File: src/rtl/iddmm_pkg.sv
// Shared types and default parameters for the IDDMM multiplication controller.
package iddmm_pkg;

   // Controller states; binary encoded.
   typedef enum logic [1:0] {
      S_IDLE  = 2'd0,
      S_ISSUE = 2'd1,
      S_DRAIN = 2'd2,
      S_FIN   = 2'd3
   } state_e;

   // Default operand geometry.
   localparam int unsigned DFLT_K = 128;
   localparam int unsigned DFLT_N = 32;

   // Datapath issue-to-result latency: multiplier, adder, reduction and output stages.
   localparam int unsigned DFLT_PIPE_LAT = 9 + 1 + 6 + 1;

endpackage

File: src/rtl/iddmm_ctrl_dly.sv
// Write-back delay line: a DEPTH-stage shift register of WIDTH-bit entries.
// It shifts every cycle, and a synchronous clear empties every stage at once.
module iddmm_ctrl_dly #(
   parameter int unsigned DEPTH = 1,
   parameter int unsigned WIDTH = 1
) (
   input  logic             clk,
   input  logic             rst_n,
   input  logic             clr_i,
   input  logic [WIDTH-1:0] din_i,
   output logic [WIDTH-1:0] dout_o
);

   logic [WIDTH-1:0] stage_q [DEPTH];

   // Shift one stage per cycle; reset or clear drops every entry in flight.
   // NOTE: this array is reset on purpose -- each stage carries a valid bit, and a stale one would fire a spurious write.
   always_ff @(posedge clk or negedge rst_n) begin
      if (!rst_n) begin
         for (int i = 0; i < int'(DEPTH); i++) stage_q[i] <= '0;
      end else if (clr_i) begin
         for (int i = 0; i < int'(DEPTH); i++) stage_q[i] <= '0;
      end else begin
         stage_q[0] <= din_i;
         for (int i = 1; i < int'(DEPTH); i++) stage_q[i] <= stage_q[i-1];
      end
   end

   assign dout_o = stage_q[DEPTH-1];

endmodule

File: src/rtl/iddmm_ctrl.sv
// Sequencer for one word-serial Montgomery multiplication. For each outer word
// i it issues N+1 inner steps, which are the N operand words plus a carry-out
// step. It then waits PIPE_LAT cycles so that the last result word is written
// before the next pass reads it back.
module iddmm_ctrl
   import iddmm_pkg::*;
#(
   parameter int unsigned K        = DFLT_K,
   parameter int unsigned N        = DFLT_N,
   parameter int unsigned ADDR_W   = $clog2(N),
   parameter int unsigned PIPE_LAT = DFLT_PIPE_LAT
) (
   input  logic              clk,
   input  logic              rst_n,
   input  logic              start,
   input  logic              abort,
   output logic              busy,
   output logic              done,
   output logic              issue_vld,
   output logic [ADDR_W:0]   j_cnt,
   output logic [ADDR_W-1:0] i_cnt,
   output logic [ADDR_W-1:0] x_addr,
   output logic [ADDR_W-1:0] y_addr,
   output logic [ADDR_W-1:0] p_addr,
   output logic [ADDR_W-1:0] a_addr,
   output logic              word_zero,
   output logic              c_clr,
   output logic              res_we,
   output logic [ADDR_W-1:0] res_addr
);

   localparam int unsigned JW = ADDR_W + 1;
   localparam int unsigned DW = $clog2(PIPE_LAT + 1);

   localparam logic [JW-1:0]     J_LAST = JW'(N);
   localparam logic [ADDR_W-1:0] I_LAST = ADDR_W'(N - 1);
   localparam logic [DW-1:0]     D_LAST = DW'(PIPE_LAT - 1);

   // K sizes only the datapath; this control block does not depend on it.
   if (K == 0) begin : g_k_unused
   end

   state_e            state_q;
   logic [ADDR_W-1:0] i_cnt_q;
   logic [JW-1:0]     j_cnt_q;
   logic [DW-1:0]     d_cnt_q;

   logic              in_issue;
   logic              j_last;
   logic [ADDR_W-1:0] word_addr;
   logic [JW-1:0]     wb_d;
   logic [JW-1:0]     wb_q;

   // Sequencing FSM. Abort has priority over everything else, including start.
   // NOTE: sequential state uses non-blocking assignments so every register samples pre-edge values.
   always_ff @(posedge clk or negedge rst_n) begin
      if (!rst_n) begin
         state_q <= S_IDLE;
         i_cnt_q <= '0;
         j_cnt_q <= '0;
         d_cnt_q <= '0;
      end else if (abort) begin
         state_q <= S_IDLE;
         i_cnt_q <= '0;
         j_cnt_q <= '0;
         d_cnt_q <= '0;
      end else begin
         case (state_q)
            S_IDLE: begin
               if (start) begin
                  state_q <= S_ISSUE;
                  i_cnt_q <= '0;
                  j_cnt_q <= '0;
               end
            end
            S_ISSUE: begin
               if (j_cnt_q == J_LAST) begin
                  state_q <= S_DRAIN;
                  d_cnt_q <= '0;
               end else begin
                  j_cnt_q <= j_cnt_q + JW'(1);
               end
            end
            S_DRAIN: begin
               if (d_cnt_q == D_LAST) begin
                  if (i_cnt_q == I_LAST) begin
                     state_q <= S_FIN;
                  end else begin
                     state_q <= S_ISSUE;
                     i_cnt_q <= i_cnt_q + ADDR_W'(1);
                     j_cnt_q <= '0;
                  end
               end else begin
                  d_cnt_q <= d_cnt_q + DW'(1);
               end
            end
            S_FIN: begin
               state_q <= S_IDLE;
               i_cnt_q <= '0;
               j_cnt_q <= '0;
            end
            default: state_q <= S_IDLE;
         endcase
      end
   end

   // Outputs are decoded from registers only, so they stay glitch-free relative to the inputs.
   assign in_issue  = (state_q == S_ISSUE);
   assign j_last    = (j_cnt_q == J_LAST);
   assign word_addr = (in_issue && !j_last) ? j_cnt_q[ADDR_W-1:0] : '0;

   assign busy      = (state_q != S_IDLE);
   assign done      = (state_q == S_FIN);
   assign issue_vld = in_issue;
   assign j_cnt     = j_cnt_q;
   assign i_cnt     = i_cnt_q;
   assign x_addr    = i_cnt_q;
   assign y_addr    = word_addr;
   assign p_addr    = word_addr;
   assign a_addr    = word_addr;
   assign word_zero = in_issue && j_last;
   assign c_clr     = in_issue && (j_cnt_q == '0);

   // Step j produces result word j-1; step 0 only primes the carry and writes nothing.
   assign wb_d = {in_issue && (j_cnt_q != '0), ADDR_W'(j_cnt_q - JW'(1))};

   iddmm_ctrl_dly #(
      .DEPTH (PIPE_LAT),
      .WIDTH (JW)
   ) u_dly (
      .clk    (clk),
      .rst_n  (rst_n),
      .clr_i  (abort),
      .din_i  (wb_d),
      .dout_o (wb_q)
   );

   assign res_we   = wb_q[ADDR_W];
   assign res_addr = wb_q[ADDR_W-1:0];

endmodule
File: config.mk
export PLATFORM = sky130hd
export DESIGN_NAME = iddmm_ctrl
export DESIGN_NICKNAME = d
export VERILOG_FILES = /design/src/rtl/iddmm_pkg.sv /design/src/rtl/iddmm_ctrl_dly.sv /design/src/rtl/iddmm_ctrl.sv
export SDC_FILE = /design/constraint.sdc
export NUM_CORES = 1
export LEC_CHECK = 0
export ABC_AREA = 1
export BUFFER_PORTS_ARGS = -buffer_cell sky130_fd_sc_hd__buf_4
export CAP_MARGIN = 25
export CORE_UTILIZATION = 47
export DETAILED_ROUTE_END_ITERATION = 6
export PLACE_DENSITY = 0.78
export SETUP_SLACK_MARGIN = 0.1
export SYNTH_ARGS = -nofsm -noshare
export SYNTH_HDL_FRONTEND = slang
export SYNTH_SLANG_ARGS = --single-unit
File: constraint.sdc
create_clock -name clk -period 2.15 [get_ports clk]
set_clock_uncertainty 0.15 [all_clocks]
set_input_delay 0.5375 -clock clk [delete_from_list [all_inputs] [get_ports clk]]
set_output_delay 0.5375 -clock clk [all_outputs]
set_load 0.005 [all_outputs]
==> results.md <==
- Global-route wire length before repair: 14.3 mm
- Die span in y: just over 100 um
- Max-Cap Viols: 0
- Slowest-stage cell, CP: dfrtp_1
- Worst setup startpoint: j_cnt[1]
- Hold WC Path Type: input port to register
- Clock network power share: a little under half
- CTS tree: yes
- IO Port Bufs: 45
- Yosys warns: 0
- Sw Share: 25.0%
- Count leader, synth: nor2_1
- Hold wc startpoint: abort
- Skew-Pair Late Insertion Delay: 0.51 ns
- Violated checks: negative setup slack
- Setup_tns: -2.13 ns
- Synthesized instance count: just over 500
- Layout area overhead: 28.8%
- Antenna violations before repair: 0
- Synth Cell Area: ~0.0047 mm2
- R2R setup slack: 0.23 ns
- Net Count, Synth: 526
- Via count: 3,283
- CTS Buffer Depth: 2
- Logic pwr share: 16.9%
- CP top delay family: flip-flops
- Post-route DRC: 0
- Row count: 36
- Number of synthesized register bits: 120
- Nets: about 580
- Final hold violation count: 0
- Gr ovfl total: 0
- Global placer's final weighted congestion: 0.829
- Clock sinks: 120
- Routed Wire Length: 8.75 mm
- Avg Synthesized Cell Area: 9.20 um2
- RSZ-0062 raised after global routing: true
- Worst hold margin: 0.218 ns
- Total GRT Usage: between 15 and 20%
- Detailed placement HPWL: 4.72 mm
- CTS Buf Count: 17
- Fmax: 432 MHz
- Fin crit period: 2.32 ns
- I/O Pins: 46
- DR pass1 iterations: 4
- CTS root buf: clkbuf_8
- Core Util, Final: 62.6%
- Share of layout cells above drive strength 1: 23.6%
- CTS clk-pin slew, worst paths: 0.06 ns
- Post-synth ARST share: 100%
- Detailed router's first-iteration violation count: 134
- Antenna cells: 0
- CP endpoint kind: output pin
- Outcome: finished with violations
- Peak supply drop: 0.758 mV
- H-Tree Depth: 4
- Synth cell types: 25
- Die Footprint: around 0.011 mm2
- Die W: 103 um
- Crit path cell chain: inv_2 > ha_4 > nand3_4 > nand2_8 > nor2_4 > buf_6
- Power Density: 1090 mW/mm2
- WP buf/inv: 2
- Wirelength per Cell: around 12 um
- Pin count of the biggest net entering global routing: 57
- Initial Util: 48.6%
- Startpoint Class: register
- Sw power: 1.67 mW
- Slew of the pin with the lowest slew margin: 0.526 ns
- Vias in the first global route: 3,210
- Number of synthesized flops with an enable pin: 0
- CP Class: register to output pin
- Core Footprint: approximately 0.0098 mm2
- Synth top area share: 63.3%
- Leak: approximately 3.1 nW
- Most common library cells after synthesis: 124 x nor2_1, 120 x dfrtp_1, 116 x inv_1
- Largest area contributor in the netlist: dfrtp_1
- Final setup vio count: 14
- Largest stage delay, worst path: 0.39 ns
- Internal: ~5 mW
- Post-route ant nets: 0
- Synth area leaders: dfrtp_1 63%, nor2_1 9.8%, inv_1 9.2%
- Fill cell total of the finished layout: between 700 and 800
- CP required: 1.46 ns
- Vias/cell: 4.57
- Slew HR: 64.9%
- Final worst slack: -0.167 ns
- Crit path DAT: 1.63 ns
- CP max FO: 4
- RR Startpoint: i_cnt[0]
- Sequential area share after synthesis: 63.3%
- Period utilization: 108%
- Main synth FF type: dfrtp_1
- Slew Limit Fails: 0
- Reg power frac: 36.6%
[final cells by class]
class | instances | area [um2] | share of cell area, %
repair buffers | 70 | 609 | 9.97
well taps | 133 | 166 | 2.72
clock buffers | 25 | 504 | 8.25
clock inverters | 7 | 160 | 2.62
multi-input cells | 243 | 1210 | 19.8
flip-flops and latches | 120 | 3010 | 49.2
inverters | 120 | 455 | 7.45
[layout by cell type (no fill, tap or decap), drive strengths merged, types with 3 or more instances in the layout]
master / n
buf: 69
nand2: 70
nor3: 3
clkbuf: 25
xor2: 3
inv: 120
dfrtp: 120
ha: 6
nand3: 21
nand4: 3
nor2: 126
bufinv: 5
[tightest hold or removal path: stages]
cell and delay (ns):
buf_4 0.11, nor2_1 0.08, inv_1 0.06, a21oi_1 0.05
[metrics by stage]
step	std cells	setup WS (ns)	area, um2	total power [mW]
2_1_floorplan	516	0.117	4750	2.94
3_3_place_gp	669	0.227	5130	3.20
3_5_place_dp	669	0.148	5130	3.23
4_1_cts	706	-0.191	5910	6.50
5_1_grt	718	-0.243	6110	6.99
6_report	718	-0.167	6110	6.69
[registers in the layout, summed over array words and instances (netlist names)]
register,cells
u_dly.stage_q,96
j_cnt,6
u_dly.dout_o,6
d_cnt_q,5
i_cnt,5
state_q,2
[repair_timing]
action,CTS,global route
endpoints found under the setup margin,17,21
pin swaps,3,7
setup buffers,4,12
gates resized for setup,23,30
hold buffers,1,0
hold endpoints to repair,22,0
cloned,0,0
[layer usage]
layer,track usage [%],vias up,share of wire [%]
met5,0,-,0
met4,7.91,0,1.2
met3,6.31,11,4.8
met2,31.9,99,55
met1,20.2,1594,39
li1,-,1579,-
[kinds of logic (layout without fill, tap and decap cells)]
logic type	Yosys count	count (layout)	share of synthesized area, %
fa+ha+maj	6	6	1.58
xor+xnor	3	3	0.554
compound gates	4	4	0.448
simple gates	230	230	20.3
flops	120	120	63.3
buf+inv	153	222	13.8
[power by group through the flow]
| stage | combinational, mW | clock, mW | sequential [mW] |
|---|---|---|---|
| after floorplan | 0.463 | 0 | 2.47 |
| after global placement | 0.726 | 0 | 2.47 |
| after detailed placement | 0.750 | 0 | 2.48 |
| after CTS | 0.878 | 3.17 | 2.45 |
| after global routing | 1.23 | 3.30 | 2.46 |
| final | 1.13 | 3.12 | 2.45 |
[worst paths after layout]
| kind | to | cells after the start |
|---|---|---|
| max | p_addr[3] | 6 |
| min | state_q[0] | 4 |
| max reg2reg | j_cnt[0] | 10 |
| min reg2reg | u_dly.stage_q[59] | 2 |
| max in group asynchronous | j_cnt[3] | 3 |
| min in group asynchronous | u_dly.stage_q[8] | 2 |
Note: power is estimated with default switching activity, not from simulation.
